===== src/rtl/pckg.sv =====
// Shared types, default geometry and a width helper for the KxK convolution engine.
package pckg;

   typedef enum logic [1:0] {
      IDLE = 2'd0,
      LOAD = 2'd1,
      MAC  = 2'd2,
      OUT  = 2'd3
   } state_t;

   localparam int DEF_DATA_WIDTH = 8;
   localparam int DEF_IMG_W      = 4;
   localparam int DEF_IMG_H      = 4;
   localparam int DEF_K          = 2;
   localparam int DEF_STRIDE     = 1;

   // Bits needed to index n items; never narrower than one bit.
   function automatic int cw(input int n);
      return (n <= 1) ? 1 : $clog2(n);
   endfunction

endpackage


===== src/rtl/conv_mac.sv =====
// Multiply-accumulate for one output window, then ReLU and saturation into the output register.
module conv_mac import pckg::*; #(
   parameter int DATA_WIDTH = DEF_DATA_WIDTH,
   parameter int ACC_WIDTH  = 2 * DEF_DATA_WIDTH + 2
) (
   input  logic                         clk_i,
   input  logic                         rst_ni,
   input  logic                         en_i,
   input  logic                         first_i,
   input  logic                         last_i,
   input  logic                         relu_i,
   input  logic signed [DATA_WIDTH-1:0] pix_i,
   input  logic signed [DATA_WIDTH-1:0] coef_i,
   output logic signed [DATA_WIDTH-1:0] pixel_o
);

   localparam logic signed [ACC_WIDTH-1:0] SAT_MAX =
      {{(ACC_WIDTH-DATA_WIDTH+1){1'b0}}, {(DATA_WIDTH-1){1'b1}}};
   localparam logic signed [ACC_WIDTH-1:0] SAT_MIN =
      {{(ACC_WIDTH-DATA_WIDTH+1){1'b1}}, {(DATA_WIDTH-1){1'b0}}};

   function automatic logic signed [ACC_WIDTH-1:0] relu(
      input logic signed [ACC_WIDTH-1:0] a,
      input logic                        en
   );
      return (en && a[ACC_WIDTH-1]) ? '0 : a;
   endfunction

   function automatic logic signed [DATA_WIDTH-1:0] sat(
      input logic signed [ACC_WIDTH-1:0] a
   );
      if (a > SAT_MAX) return SAT_MAX[DATA_WIDTH-1:0];
      if (a < SAT_MIN) return SAT_MIN[DATA_WIDTH-1:0];
      return a[DATA_WIDTH-1:0];
   endfunction

   logic signed [2*DATA_WIDTH-1:0] w_prod_p0;
   logic signed [ACC_WIDTH-1:0]    w_sum_p0;
   logic signed [ACC_WIDTH-1:0]    r_acc_p1;
   logic signed [DATA_WIDTH-1:0]   r_pixel_p1;

   // Stage p0: product and running sum; tap 0 restarts the sum
   assign w_prod_p0 = pix_i * coef_i;
   assign w_sum_p0  = first_i ? ACC_WIDTH'(w_prod_p0)
                              : r_acc_p1 + ACC_WIDTH'(w_prod_p0);

   // Stage p1: accumulator and finished output pixel
   always_ff @(posedge clk_i) begin
      if (en_i) r_acc_p1 <= w_sum_p0;
   end

   always_ff @(posedge clk_i or negedge rst_ni) begin
      if (!rst_ni)             r_pixel_p1 <= '0;
      else if (en_i && last_i) r_pixel_p1 <= sat(relu(w_sum_p0, relu_i));
   end

   assign pixel_o = r_pixel_p1;

endmodule


===== src/rtl/conv_kxk_engine.sv =====
// Frame-buffered KxK strided convolution: load a whole frame, then emit one window per K*K+1 cycles.
module conv_kxk_engine import pckg::*; #(
   parameter int DATA_WIDTH = DEF_DATA_WIDTH,
   parameter int IMG_W      = DEF_IMG_W,
   parameter int IMG_H      = DEF_IMG_H,
   parameter int K          = DEF_K,
   parameter int STRIDE     = DEF_STRIDE
) (
   input  logic                              clk_i,
   input  logic                              rst_ni,
   input  logic                              valid_i,
   output logic                              ready_o,
   input  logic signed [DATA_WIDTH-1:0]      pixel_i,
   input  logic [K*K-1:0][DATA_WIDTH-1:0]    filter_i,
   input  logic                              relu_en_i,
   output logic                              valid_o,
   input  logic                              ready_i,
   output logic signed [DATA_WIDTH-1:0]      pixel_o,
   output logic                              frame_done_o
);

   localparam int NPIX      = IMG_W * IMG_H;
   localparam int NTAP      = K * K;
   localparam int OUT_W     = (IMG_W - K) / STRIDE + 1;
   localparam int OUT_H     = (IMG_H - K) / STRIDE + 1;
   localparam int ACC_WIDTH = 2 * DATA_WIDTH + $clog2(NTAP);
   localparam int PIX_AW    = cw(NPIX);
   localparam int TAP_W     = cw(NTAP);
   localparam int KW        = cw(K);
   localparam int OCW       = cw(OUT_W);
   localparam int ORW       = cw(OUT_H);

   state_t                          r_state, w_state_nxt;
   logic [PIX_AW-1:0]               r_pix_cnt;
   logic [TAP_W-1:0]                r_tap;
   logic [KW-1:0]                   r_kr, r_kc;
   logic [OCW-1:0]                  r_ocol;
   logic [ORW-1:0]                  r_orow;
   logic                            r_relu;
   logic                            r_frame_done;
   logic signed [DATA_WIDTH-1:0]    r_fbuf [NPIX];
   logic [K*K-1:0][DATA_WIDTH-1:0]  r_filter;

   logic                            w_accept, w_last_pix, w_last_tap;
   logic                            w_hs, w_last_win;
   logic [PIX_AW-1:0]               w_addr;

   assign w_accept   = valid_i && ready_o;
   assign w_last_pix = (r_pix_cnt == PIX_AW'(NPIX - 1));
   assign w_last_tap = (r_tap == TAP_W'(NTAP - 1));
   assign w_hs       = valid_o && ready_i;
   assign w_last_win = (r_ocol == OCW'(OUT_W - 1)) && (r_orow == ORW'(OUT_H - 1));

   always_ff @(posedge clk_i or negedge rst_ni) begin
      if (!rst_ni) r_state <= IDLE;
      else         r_state <= w_state_nxt;
   end

   always_comb begin
      w_state_nxt = r_state;
      ready_o     = 1'b0;
      valid_o     = 1'b0;
      case (r_state)
         IDLE: begin
            ready_o = 1'b1;
            if (valid_i) w_state_nxt = LOAD;
         end
         LOAD: begin
            ready_o = 1'b1;
            if (valid_i && w_last_pix) w_state_nxt = MAC;
         end
         MAC: begin
            if (w_last_tap) w_state_nxt = OUT;
         end
         OUT: begin
            valid_o = 1'b1;
            if (ready_i) w_state_nxt = w_last_win ? IDLE : MAC;
         end
         default: w_state_nxt = IDLE;
      endcase
   end

   // Tap and window counters always wrap to zero, so each frame starts from the origin
   always_ff @(posedge clk_i or negedge rst_ni) begin
      if (!rst_ni) begin
         r_pix_cnt    <= '0;
         r_tap        <= '0;
         r_kr         <= '0;
         r_kc         <= '0;
         r_ocol       <= '0;
         r_orow       <= '0;
         r_relu       <= 1'b0;
         r_frame_done <= 1'b0;
      end else begin
         r_frame_done <= w_hs && w_last_win;
         if (w_accept) r_pix_cnt <= w_last_pix ? '0 : r_pix_cnt + 1'b1;
         if (w_accept && (r_state == IDLE)) r_relu <= relu_en_i;
         if (r_state == MAC) begin
            if (w_last_tap) begin
               r_tap <= '0;
               r_kr  <= '0;
               r_kc  <= '0;
            end else begin
               r_tap <= r_tap + 1'b1;
               if (r_kc == KW'(K - 1)) begin
                  r_kc <= '0;
                  r_kr <= r_kr + 1'b1;
               end else begin
                  r_kc <= r_kc + 1'b1;
               end
            end
         end
         if (w_hs) begin
            if (r_ocol == OCW'(OUT_W - 1)) begin
               r_ocol <= '0;
               r_orow <= w_last_win ? '0 : r_orow + 1'b1;
            end else begin
               r_ocol <= r_ocol + 1'b1;
            end
         end
      end
   end

   // Frame buffer and coefficients are plain data: no reset, a partial frame is simply overwritten
   always_ff @(posedge clk_i) begin
      if (w_accept) r_fbuf[r_pix_cnt] <= pixel_i;
      if (w_accept && (r_state == IDLE)) r_filter <= filter_i;
   end

   assign w_addr = PIX_AW'((32'(r_orow) * STRIDE + 32'(r_kr)) * IMG_W
                           + 32'(r_ocol) * STRIDE + 32'(r_kc));

   conv_mac #(
      .DATA_WIDTH (DATA_WIDTH),
      .ACC_WIDTH  (ACC_WIDTH)
   ) u_mac (
      .clk_i   (clk_i),
      .rst_ni  (rst_ni),
      .en_i    (r_state == MAC),
      .first_i (r_tap == '0),
      .last_i  (w_last_tap),
      .relu_i  (r_relu),
      .pix_i   (r_fbuf[w_addr]),
      .coef_i  (r_filter[r_tap]),
      .pixel_o (pixel_o)
   );

   assign frame_done_o = r_frame_done;

endmodule


===== config.mk =====
export PLATFORM = sky130hd
export DESIGN_NAME = conv_kxk_engine
export DESIGN_NICKNAME = d
export VERILOG_FILES = /design/src/rtl/pckg.sv /design/src/rtl/conv_mac.sv /design/src/rtl/conv_kxk_engine.sv
export SDC_FILE = /design/constraint.sdc
export NUM_CORES = 1
export LEC_CHECK = 0
export CAP_MARGIN = 25
export CORE_UTILIZATION = 65
export CTS_BUF_LIST = sky130_fd_sc_hd__clkbuf_2 sky130_fd_sc_hd__clkbuf_4 sky130_fd_sc_hd__clkbuf_8
export CTS_CLUSTER_DIAMETER = 200
export DETAILED_ROUTE_END_ITERATION = 10
export GPL_TIMING_DRIVEN = 0
export HOLD_SLACK_MARGIN = 0.05
export PLACE_DENSITY = 0.85
export SLEW_MARGIN = 30
export SYNTH_ARGS = -nofsm -noshare
export SYNTH_HDL_FRONTEND = slang
export SYNTH_SLANG_ARGS = --single-unit

===== constraint.sdc =====
create_clock -name clk_i -period 22.8 [get_ports clk_i]
set_clock_uncertainty 0.1 [all_clocks]
set_input_delay 4.56 -clock clk_i [delete_from_list [all_inputs] [get_ports clk_i]]
set_output_delay 4.56 -clock clk_i [all_outputs]
set_load 0.02 [all_outputs]

; ---- Yosys cells after proc, flatten, opt, wreduce, memory -nomap -nowiden
; Memories as Yosys holds them, arrays and structs flattened.
; Index checks and enable logic that the tools add are counted.
[totals]
register_bits = 74
ramBits = 128
inputBits = 45
output_inout_bits = 11
word_cells = 87
mem_count = 1
[classes]
n_addsub = 10
n_mul = 1
order_cmp = 3
eq_ne = 11
muxes = 31
n_reduce_logical = 15
[memory_table]
columns = memory, words, word_bits, read_ports, rd_ports_with_merged_regs, wr, line
row1 = r_fbuf, 16, 8, 1, 0, 1, conv_kxk_engine.sv:41  ; logic signed [DATA_WIDTH-1:0] r_fbuf [NPIX];
[ops]
columns = cell, n
row1 = $mux 8, 5
row2 = $mux 18, 2
row3 = $add 18x16->18, 1
row4 = $gt 18x8->1 const B, 1
row5 = $lt 18x8->1 const B, 1
row6 = $bmux 8 s2, 1
row7 = $mul 8x8->16, 1
row8 = $mux 2, 8
row9 = $mux 1, 13
row10 = $eq 2x2->1 const B, 5
row11 = $logic_and 1x1->1, 8
row12 = $ne 2x2->1 const B, 4
row13 = $pmux 2 s4, 1
row14 = $add 2x1->2 const B, 3
row15 = $add 4x1->4, 1
row16 = $add 4x1->4 const B, 1
row17 = $add 4x2->4, 1
row18 = $eq 4x4->1 const B, 1
row19 = $logic_not 2->1, 2
row20 = $mux 4, 1
row21 = $reduce_and 2->1, 2
row22 = $reduce_and 4->1, 1
row23 = $lt 2x3->1 const B, 1
row24 = $add 1x1->1 const B, 2
row25 = other kinds (4), 4

; ---- Logic depth before layout (Yosys ltp)
; Gate-level depths: netlist (run 1).
; An unclocked memory read counts as a cell.
[logic_depth]
depth_word = 16
depth_mapped = 33
ltp_nobuf = 31

; ---- Cells and area by module
; From an unflattened synthesis (run 1), not the netlist that was laid out.
[hier_totals]
cells_unflattened = 882
hier_area_um2 = 11906.4
[by_module_without_submodules]
columns = mod, n_inst, cells_per_inst, area_each_um2, seq_area_each_um2
row1 = conv_kxk_engine, 1, 362, 7116.8, 5205.0
row2 = conv_mac, 1, 520, 4789.6, 740.7

; ---- Least setup slack after synthesis (run 1)
; No wires, ideal clock.
[synth_timing]
kind = register -> register
startpoint = register r_kc
endpoint = register u_mac.r_pixel_p1[6], in the netlist u_mac.pixel_o[6]
setup_ns = 0.150
arrival_ns = 8.273
t_required_ns = 22.550
path_slack_ns = 14.277
path_stages_with_launch = 33
path_buffers = 4
synth_period_minus_slack_ns = 8.523
path_cell_list = dfrtp_1 -> ha_1 -> clkbuf_1 -> buf_2 -> buf_2 -> mux4_2 -> a211oi_1 -> a31oi_1 -> and2_1 -> fa_1 -> inv_1 -> fa_1 -> inv_1 -> fa_1 -> inv_1 -> fa_1 -> inv_1 -> ha_1 -> and3_1 -> a221oi_2 -> a211oi_1 -> a21oi_1 -> xnor2_1 -> ha_1 -> clkbuf_1 -> a21oi_1 -> nor2b_1 -> o21a_1 -> a311oi_1 -> mux2i_1 -> xor2_1 -> a41oi_1 -> o22ai_1
[synth_between]
elab_chain_cells = 13
word_cells_on_any_way = 17
cone_classes = add/sub (2) / mul (1) / order compare (2) / mux (10) / reduce/logical (1) / memory (1)
[synth_lines]
columns = element, line
row1 = start: declaration, conv_kxk_engine.sv:36  ; logic [KW-1:0] r_kr, r_kc;
row2 = start signal: assignment, conv_kxk_engine.sv:109  ; r_kc <= r_kc + 1'b1;
row3 = $add 4x1->4 (*), conv_kxk_engine.sv:131  ; + 32'(r_ocol) * STRIDE + 32'(r_kc));
row4 = $mem_v2 16x8 (*), n/a
row5 = $mul 8x8->16 (*), conv_mac.sv:43  ; assign w_prod_p0 = pix_i * coef_i;
row6 = $add 18x16->18, conv_mac.sv:45  ; : r_acc_p1 + ACC_WIDTH'(w_prod_p0);
row7 = $mux 18 (*), conv_mac.sv:44  ; assign w_sum_p0 = first_i ? ACC_WIDTH'(w_prod_p0)
row8 = $logic_and 1x1->1, conv_mac.sv:26  ; return (en && a[ACC_WIDTH-1]) ? '0 : a;
row9 = $mux 18 (*), conv_mac.sv:26
row10 = $lt 18x8->1, conv_mac.sv:33  ; if (a < SAT_MIN) return SAT_MIN[DATA_WIDTH-1:0];
row11 = $mux 1 (2 in a row), conv_mac.sv:33
row12 = $mux 1, conv_mac.sv:54  ; else if (en_i && last_i) r_pixel_p1 <= sat(relu(w_sum_p0, relu_i));
row13 = $mux 8, conv_mac.sv:34  ; return a[DATA_WIDTH-1:0];
row14 = $mux 8 (*), conv_mac.sv:33
row15 = end signal: assignment, conv_mac.sv:54
row16 = end: declaration, conv_mac.sv:40  ; logic signed [DATA_WIDTH-1:0] r_pixel_p1;
; Mark *: on every way between the ends. The rest lies on a longest branch, timed or not. The select of a mux whose other input is x is not followed.
; A chain may end at the register's enable or synchronous reset.

; ---- Final worst setup path (run 1)
[layout_timing]
startpoint = register r_ocol[0]
endpoint = register u_mac.r_pixel_p1[6], in the netlist u_mac.pixel_o[6]
[layout_between]
elab_chain_cells = 14
word_cells_on_any_way = 18
cone_classes = add/sub (3) / mul (1) / order compare (2) / mux (10) / reduce/logical (1) / memory (1)
[layout_lines]
columns = element, line
row1 = start: declaration, conv_kxk_engine.sv:37  ; logic [OCW-1:0] r_ocol;
row2 = start signal: assignment, conv_kxk_engine.sv:118  ; r_ocol <= r_ocol + 1'b1;
row3 = $add 4x2->4 (*), conv_kxk_engine.sv:131
row4 = $add 4x1->4 (*), conv_kxk_engine.sv:131
row5 = $mem_v2 16x8 (*), n/a
row6 = $mul 8x8->16 (*), conv_mac.sv:43
row7 = $add 18x16->18, conv_mac.sv:45
row8 = $mux 18 (*), conv_mac.sv:44
row9 = $logic_and 1x1->1, conv_mac.sv:26
row10 = $mux 18 (*), conv_mac.sv:26
row11 = $lt 18x8->1, conv_mac.sv:33
row12 = $mux 1 (2 in a row), conv_mac.sv:33
row13 = $mux 1, conv_mac.sv:54
row14 = $mux 8, conv_mac.sv:34
row15 = $mux 8 (*), conv_mac.sv:33
; Marked as above.

==> run_results.csv, run 1 <==
group,metric,value,unit
setup_path,critical-path-slowest-cell,"sky130_fd_sc_hd__a41oi_1",
detailed_routing,drt.antenna.violating_nets,0,
die,num_io_pins,56,
clock_network,worstSkewPairLatency,0.55,ns
timing,post_route_minimum_period,10.12,ns
place,placement.io_buffers,55,
detailed_routing,drt_iter0_markers,430,
clock_network,h_tree_lvls,1,
setup_path,crit_fanout,10,
die,placeableCoreArea,17300,um^2
logic_synthesis,yosys.cell_types.count,55,
logic_synthesis,synthAdderAreaFrac,15.7,%
detailed_routing,drc,0,
clock_network,max_buffers_root_to_sink,3,
timing,rsz0062_at_grt,"no",
logic_synthesis,post_synth_mux_area_share,8.45,%
logic_synthesis,synth_enable_flop_cells,178,
global_route,via_count_of_the_first_global_routing_pass,7464,
logic_synthesis,syn_area,11500,um^2
logic_synthesis,synth_top_family_by_area,"adder cells",
detailed_routing,post_drt_via_cell_ratio,5.99,
setup_path,category_of_the_worst_setup_path_capture_point,"flop",
clock_network,num_cts_buffers,31,
logic_synthesis,async_reset_ff_share,11.9,%
die,die_x,135,um
logic_synthesis,synth-main-ff-cell,"sky130_fd_sc_hd__edfxtp_1",
clock_network,holdBufCountCts,0,
logic_synthesis,synth_fp_nets,1034,
timing,timing.fmax,98.9,MHz
logic_synthesis,yosys.area_share.simple,10.1,%
hold_path,min_path_type,"reg -> reg",
detailed_routing,post_drt_wl_per_cell,19.7,um
clock_network,setup_buffers_after_cts,0,
place,detailed_place_hpwl,17.6,mm
logic_synthesis,synthesis.area_per_instance,13.1,um^2
clock_network,clock_sink_count,202,
timing,timing.final.max_slew_violations,0,
detailed_routing,total_length_of_routed_wires,24.0,mm
logic_synthesis,synth_seq_area_share,51.7,%
logic_synthesis,synth_compound_gate_area_share,7.85,%
final_layout,final.fill_count,1072,
timing,number_of_failing_hold_endpoints_at_the_final_stage,0,
logic_synthesis,synthCells,878,
final_layout,antenna_cells,0,
final_layout,area_growth_from_synthesis_to_layout,12.8,%
timing,aggregate_negative_setup_slack,0,ns
global_route,globalRouteTotalUtil,27.3,%
logic_synthesis,yosys.area_share.xor_xnor,2.36,%
detailed_routing,detailroute.via_count,7281,
place,placed_cells,1159,
detailed_routing,firstDrtPassIters,4,
global_route,antenna_found_initial,0,
setup_path,timing_worst_setup_path_type,"reg -> reg",
setup_path,cp-start-kind,"flop",
clock_network,cts_resized,0,
timing,post-route-period-util,44.4,%
status,status,"complete, no violations",
die,core.rowCount,48,
logic_synthesis,postSynthRegisterBits,202,
job,drv.max_cap_violation_count,0,
timing,worst_slew_margin_rel,30.6,%
clock_network,tritoncts,"built",
global_route,grt_pass1_wl,37.9,mm
clock_network,cts-root-buf,"sky130_fd_sc_hd__clkbuf_8",
setup_path,crit_required,23.09,ns
final_layout,finalNonFillerCells,1215,
final_layout,drive_gt1_share,11.0,%
timing,timing.final.setup_violations,0,
logic_synthesis,synth_warnings,0,
setup_path,critical_path_arrival,10.41,ns
place,gp_congestion,0.878,
timing,timing_worst_slew_pin_value,1.03,ns
die,starting_density,66.6,%
global_route,grt-ovfl-total,0,
clock_network,clk_pin_slew,0.06,ns
global_route,grt_start_max_net_pins,25,
final_layout,final_cell_mix,"sky130_fd_sc_hd__edfxtp_1 (178), sky130_fd_sc_hd__inv_1 (98), sky130_fd_sc_hd__nand2_1 (62)",
die,die-area,18200,um^2
final_layout,layout.cells.most_common,"sky130_fd_sc_hd__edfxtp_1",
die,die_h,135,um
final_layout,num-nets-final,1123,
setup_path,largest_incremental_delay_on_the_critical_path,0.66,ns
[metal layers]
| metal | up-vias | global-route usage (%) | share of wire, % |
|---|---|---|---|
| met5 | - | 0 | 0 |
| met4 | 0 | 10.8 | 3.4 |
| met3 | 59 | 3.45 | 4.5 |
| met2 | 226 | 48.0 | 52 |
| met1 | 3645 | 34.8 | 40 |
| li1 | 3351 | - | - |
[state kept, by name (all words and copies together), names as in the netlist]
register / count
r_pix_cnt: 4
r_kr: 1
u_mac.pixel_o: 8
r_orow: 2
r_kc: 1
r_tap: 2
r_filter: 32
r_ocol: 2
frame_done_o: 1
r_relu: 1
r_state: 2
r_fbuf: 128
u_mac.r_acc_p1: 18
[final timing paths]
path	startpoint	endpoint	slack (ns)	cells past startpoint
worst max-delay path	r_ocol[0]	u_mac.pixel_o[6]	12.68	30
worst min-delay path	u_mac.pixel_o[7]	u_mac.pixel_o[7]	0.43	2
worst max register to register	r_ocol[0]	u_mac.pixel_o[6]	12.68	30
worst min register to register	u_mac.pixel_o[7]	u_mac.pixel_o[7]	0.43	2
max in group asynchronous	rst_ni	r_pix_cnt[3]	18.29	1
min in group asynchronous	rst_ni	u_mac.pixel_o[0]	3.91	1
[per-stage QoR]
step	setup slack [ns]	hold WS (ns)	area, um^2	util, %
floorplan	14.28	0.351	11500	-
global placement	12.91	0.383	12300	71.4
detailed placement	12.79	0.420	12400	71.5
CTS	12.69	0.433	13000	75.1
global route	12.01	0.460	13000	75.1
finish	12.68	0.433	13000	75.1
[Yosys cell counts, types with 10 or more instances]
library cell,instances,area [um^2]
sky130_fd_sc_hd__inv_1,98,368
sky130_fd_sc_hd__a31oi_1,12,75.1
sky130_fd_sc_hd__and2_1,56,350
sky130_fd_sc_hd__o21ai_0,28,140
sky130_fd_sc_hd__nor2_1,41,154
sky130_fd_sc_hd__clkbuf_1,12,45.0
sky130_fd_sc_hd__xnor2_1,25,219
sky130_fd_sc_hd__a21oi_1,29,145
sky130_fd_sc_hd__ha_1,55,688
sky130_fd_sc_hd__fa_1,56,1120
sky130_fd_sc_hd__a211oi_1,13,97.6
sky130_fd_sc_hd__a21o_1,10,75.1
sky130_fd_sc_hd__nand3_1,11,55.1
sky130_fd_sc_hd__nor2b_1,19,119
sky130_fd_sc_hd__nor3_1,10,50.1
sky130_fd_sc_hd__dfrtp_1,24,601
sky130_fd_sc_hd__mux4_2,37,833
sky130_fd_sc_hd__edfxtp_1,178,5350
sky130_fd_sc_hd__nand2_1,62,233
[worst max-delay path: cells and delay by family, from the launching register on]
kind                     cells  cell delay [ns]
AO/OA/AOI/OAI               11             3.28
XOR/XNOR                     2             0.36
adder cells (fa/ha/maj)      8             3.34
buffers and inverters        5             1.37
flip-flops                   1             0.44
multiplexers                 2             0.66
AND/OR/NAND/NOR              2             0.38
[final cells by class]
type	instances	area, um^2	share of cell area (%)
buffer	20	81.3	0.626
timing repair buffer	56	561	4.32
clock inverter	10	75.1	0.578
clock buffer	46	552	4.25
sequential	202	5950	45.8
multi-input combinational	558	5120	39.5
inverter	98	368	2.83
tap	225	282	2.17
[kinds of logic (layout without fill, tap and decap cells)]
family | after synthesis | count (layout)
simple gates | 227 | 227
flops | 202 | 202
compound gates | 139 | 139
buf+inv | 118 | 230
fa+ha+maj | 111 | 111
mux | 50 | 50
xor+xnor | 31 | 31
Power of run 1 is left out: the tool's default activity adds up to more than one toggle a clock period on the data nets, which glitch-free logic cannot reach.
==> inputs of run 2 (changes only) <==
Settings changed: CORE_UTILIZATION 65 to 63, PLACE_DENSITY 0.85 to 0.83.
Clock period 22.8 ns to 10.4 ns, I/O delays scaled along.
==> run_results.csv, run 2 (same netlist as run 1, synthesis figures left out) <==
group,metric,value,unit
timing,number_of_failing_hold_endpoints_at_the_final_stage,0,
die,die_x,137,um
clock_network,num_cts_buffers,34,
global_route,via_count_of_the_first_global_routing_pass,7372,
detailed_routing,post_drt_wl_per_cell,19.4,um
die,starting_density,64.1,%
final_layout,final.fill_count,1151,
final_layout,biggestRegsByFlops,"r_fbuf (128), r_filter (32), u_mac.r_acc_p1 (18)",
global_route,grt-ovfl-total,0,
final_layout,area_growth_from_synthesis_to_layout,13.5,%
detailed_routing,firstDrtPassIters,5,
hold_path,min_path_type,"reg -> reg",
timing,timing.final.setup_violations,0,
setup_path,crit_required,10.71,ns
detailed_routing,total_length_of_routed_wires,23.8,mm
die,num_io_pins,56,
final_layout,antenna_cells,0,
final_layout,num-nets-final,1126,
timing,post-route-period-util,95.2,%
final_layout,finalNonFillerCells,1222,
die,die-area,18800,um^2
setup_path,critical_path_buf_inv_count,5,
clock_network,max_buffers_root_to_sink,3,
detailed_routing,post_drt_via_cell_ratio,5.91,
setup_path,cp-start-kind,"flop",
global_route,globalRouteTotalUtil,26.5,%
detailed_routing,drt.antenna.violating_nets,0,
clock_network,holdBufCountCts,0,
global_route,antenna_found_initial,0,
clock_network,setup_buffers_after_cts,0,
timing,post_route_minimum_period,9.90,ns
place,placed_cells,1163,
detailed_routing,detailroute.via_count,7228,
clock_network,cts-root-buf,"sky130_fd_sc_hd__clkbuf_8",
timing,timing.final.max_slew_violations,0,
setup_path,crit_fanout,10,
die,core.rowCount,49,
clock_network,worstSkewPairLatency,0.53,ns
timing,timing.fmax,101,MHz
setup_path,critical_path_arrival,10.21,ns
final_layout,final_cell_mix,"sky130_fd_sc_hd__edfxtp_1 (178), sky130_fd_sc_hd__inv_1 (98), sky130_fd_sc_hd__nand2_1 (62)",
timing,fin_hold_ws,0.431,ns
clock_network,h_tree_lvls,2,
job,drv.max_cap_violation_count,0,
final_layout,layout.cells.most_common,"sky130_fd_sc_hd__edfxtp_1",
final_layout,drive_gt1_share,11.5,%
place,placement.io_buffers,55,
global_route,grt_pass1_wl,37.1,mm
setup_path,critical-path-top-delay-family,"adder cells",
setup_path,largest_incremental_delay_on_the_critical_path,0.61,ns
status,status,"complete, no violations",
place,detailed_place_hpwl,17.1,mm
clock_network,tritoncts,"built",
place,gp_congestion,0.850,
setup_path,category_of_the_worst_setup_path_capture_point,"flop",
clock_network,clock_sink_count,202,
detailed_routing,drt_iter0_markers,424,
clock_network,clk_pin_slew,0.06,ns
die,placeableCoreArea,18000,um^2
clock_network,cts_resized,0,
final_layout,largest_reg_flops,128,
final_layout,largest_register,"r_fbuf",
die,die_h,137,um
timing,worst_slew_margin_rel,37.4,%
final_layout,final_core_utilization,72.7,%
setup_path,critical-path-slowest-cell,"sky130_fd_sc_hd__a31oi_1",
timing,timing_worst_slew_pin_value,0.938,ns
setup_path,timing_worst_setup_path_type,"reg -> reg",
global_route,grt_start_max_net_pins,26,
detailed_routing,drc,0,
run 2: area by class of cell:
cell class	instances	area (um^2)	area share, %
sequential	202	5950	45.5
multi-input combinational	558	5140	39.4
timing repair buffer	56	573	4.39
clock buffer	43	561	4.29
inverter	98	368	2.82
tap	229	287	2.19
clock inverter	16	105	0.804
buffer	20	82.6	0.632
run 2: worst paths after layout:
| kind | slack (ns) | cells past startpoint | from | to |
|---|---|---|---|---|
| worst max register to register | 0.50 | 30 | r_kc | u_mac.pixel_o[4] |
| worst min-delay path | 0.43 | 2 | u_mac.pixel_o[7] | u_mac.pixel_o[7] |
| worst max-delay path | 0.50 | 30 | r_kc | u_mac.pixel_o[4] |
| worst min register to register | 0.43 | 2 | u_mac.pixel_o[7] | u_mac.pixel_o[7] |
| min in group asynchronous | 1.47 | 1 | rst_ni | r_tap[1] |
| max in group asynchronous | 8.29 | 1 | rst_ni | u_mac.pixel_o[1] |
run 2: worst reg2reg max path, delay by kind of cell, from the launching register on:
kind            cells  cell delay, ns
fa+ha+maj           8            3.33
xor+xnor            2            0.61
compound gates     10            2.87
simple gates        3            0.42
buf+inv             5            1.42
flops               1            0.43
mux                 2            0.60
run 2: metrics by stage:
step / cell area [um^2] / setup slack (ns) / TNS, ns
after global placement: 12300 / 0.403 / 0
after floorplan: 11500 / 1.88 / 0
after global routing: 13100 / -0.000783 / -0.000783
final: 13100 / 0.502 / 0
after detailed placement: 12400 / 0.264 / 0
after CTS: 13000 / 0.233 / 0
run 2: per-layer routing:
layer	routed length [um]	share of wire (%)	GRT usage, %	vias up
met3	1240	5.2	4.67	55
li1	-	-	-	3361
met2	12400	52	46.0	230
met1	9540	40	32.7	3582
met4	600	2.5	11.2	0
met5	0	0	0	-
Power of run 2 is left out for the same reason.
==> inputs of run 3 (changes only) <==
Settings changed: CORE_UTILIZATION 63 to 40, PLACE_DENSITY 0.83 to unset.
==> run_results.csv, run 3 (same netlist as run 1, synthesis figures left out) <==
group,metric,value,unit
timing,timing.final.setup_violations,0,
clock_network,clk_pin_slew,0.06,ns
final_layout,post-route-cell-area,13400,um^2
global_route,grt_start_max_net_pins,26,
global_route,antenna_found_initial,0,
clock_network,worstSkewPairLatency,0.53,ns
clock_network,h_tree_lvls,2,
global_route,globalRouteTotalUtil,16.6,%
place,detailed_place_hpwl,17.3,mm
final_layout,largest_reg_flops,128,
global_route,grt-ovfl-total,0,
die,die_x,172,um
setup_path,crit_required,10.72,ns
die,starting_density,41.1,%
setup_path,crit_fanout,10,
detailed_routing,detailroute.via_count,6984,
timing,worst_slew_margin_rel,41.0,%
setup_path,rr_startpoint,"r_ocol[0]",
final_layout,antenna_cells,0,
setup_path,setup.reg_to_reg.worst_slack,0.57,ns
timing,timing.fmax,102,MHz
timing,aggregate_negative_setup_slack,0,ns
die,die_h,172,um
timing,number_of_failing_hold_endpoints_at_the_final_stage,0,
clock_network,cts-root-buf,"sky130_fd_sc_hd__clkbuf_8",
setup_path,critical_path_arrival,10.15,ns
setup_path,worst_flop_to_flop_path_endpoint,"u_mac.pixel_o[1]",
place,placed_cells,1313,
clock_network,max_buffers_root_to_sink,3,
final_layout,finalNonFillerCells,1378,
die,placeableCoreArea,28000,um^2
job,drv.max_cap_violation_count,0,
status,status,"complete, no violations",
detailed_routing,post_drt_wl_per_cell,16.9,um
detailed_routing,total_length_of_routed_wires,23.3,mm
detailed_routing,drc,0,
clock_network,num_cts_buffers,37,
timing,post-route-period-util,94.5,%
detailed_routing,drt.antenna.violating_nets,0,
clock_network,clock_sink_count,202,
hold_path,min_path_type,"reg -> reg",
place,gp_congestion,0.789,
final_layout,final_core_utilization,47.7,%
global_route,via_count_of_the_first_global_routing_pass,7151,
timing,timing.final.max_slew_violations,0,
clock_network,holdBufCountCts,0,
detailed_routing,drt_iter0_markers,347,
final_layout,final_cell_mix,"sky130_fd_sc_hd__edfxtp_1 (178), sky130_fd_sc_hd__inv_1 (97), sky130_fd_sc_hd__nand2_1 (62)",
timing,timing_worst_slew_pin_value,0.879,ns
timing,rsz0062_at_grt,"no",
setup_path,largest_incremental_delay_on_the_critical_path,0.64,ns
setup_path,critical-path-slowest-cell,"sky130_fd_sc_hd__a31oi_1",
final_layout,layout.cells.most_common,"sky130_fd_sc_hd__edfxtp_1",
final_layout,largest_register,"r_fbuf",
detailed_routing,post_drt_via_cell_ratio,5.07,
global_route,grt_pass1_wl,37.7,mm
timing,post_route_minimum_period,9.83,ns
hold_path,whs_path_depth,2,
place,placement.cell_area,12600,um^2
hold_path,hold_end,"u_mac.pixel_o[7]",
setup_path,timing_worst_setup_path_type,"reg -> reg",
setup_path,ff2ff_path_depth,30,
final_layout,area_growth_from_synthesis_to_layout,16.1,%
setup_path,category_of_the_worst_setup_path_capture_point,"flop",
hold_path,timing.hold.worst.start,"u_mac.pixel_o[7]",
die,die-area,29500,um^2
final_layout,num-nets-final,1130,
die,core.rowCount,61,
final_layout,drive_gt1_share,12.8,%
clock_network,tritoncts,"built",
die,num_io_pins,56,
place,placement.io_buffers,55,
detailed_routing,firstDrtPassIters,5,
final_layout,biggestRegsByFlops,"r_fbuf (128), r_filter (32), u_mac.r_acc_p1 (18)",
setup_path,cp-start-kind,"flop",
-- run 3: cell count changes in the layout (fill, tap and decap cells not counted), sizes merged --
cell | before | now
inv | 99 | 98
clkinv | 13 | 8
buf | 10 | 11
clkinvlp | 1 | 4
clkbuf | 55 | 63
bufinv | 1 | 2
-- run 3: area by class of cell --
| cell class | count | area (um^2) |
|---|---|---|
| Fill cell | 2530 | 14600 |
| Sequential cell | 202 | 5950 |
| Multi-Input combinational cell | 558 | 5150 |
| Clock buffer | 51 | 614 |
| Timing Repair Buffer | 57 | 593 |
| Tap cell | 378 | 473 |
| Inverter | 98 | 368 |
| Clock inverter | 14 | 135 |
| Buffer | 20 | 82.6 |
-- run 3: per-stage QoR --
step	setup slack (ns)	hold WS, ns
3_3_place_gp	0.161	0.381
6_report	0.568	0.403
5_1_grt	0.0324	0.434
4_1_cts	0.120	0.410
2_1_floorplan	1.88	0.351
3_5_place_dp	0.171	0.396
-- run 3: routing by layer --
layer	share of wire (%)	GRT usage, %
met1	46	21.9
met2	48	27.6
met4	2.3	5.32
met3	3.8	2.99
met5	0	0
-- run 3: worst max-delay path: cells and delay by family (launching register included) --
| family | cells | cell delay (ns) |
|---|---|---|
| fa+ha+maj | 8 | 3.43 |
| xor+xnor | 2 | 0.59 |
| compound gates | 9 | 2.68 |
| flops | 1 | 0.42 |
| simple gates | 4 | 0.49 |
| buf+inv | 5 | 1.39 |
| mux | 2 | 0.60 |
-- run 3: what timing repair did --
| item | CTS | global route |
|---|---|---|
| endpoints found under the setup margin | 0 | 7 |
| buffers inserted | 0 | 0 |
| hold endpoints to repair | 0 | 0 |
| resized for setup | 0 | 5 |
-- run 3: worst max path at each step --
stage / slack (ns) / from / end / cells after the start
CTS: 0.12 / r_ocol[0] / u_mac.pixel_o[6] / 31
detailed placement: 0.17 / r_kc / u_mac.pixel_o[6] / 31
global placement: 0.16 / r_kc / u_mac.pixel_o[6] / 31
global route: 0.03 / r_kc / u_mac.pixel_o[3] / 30
finish: 0.57 / r_ocol[0] / u_mac.pixel_o[1] / 30
floorplan: 1.88 / r_kc / u_mac.pixel_o[6] / 32
Power of run 3 is left out for the same reason.
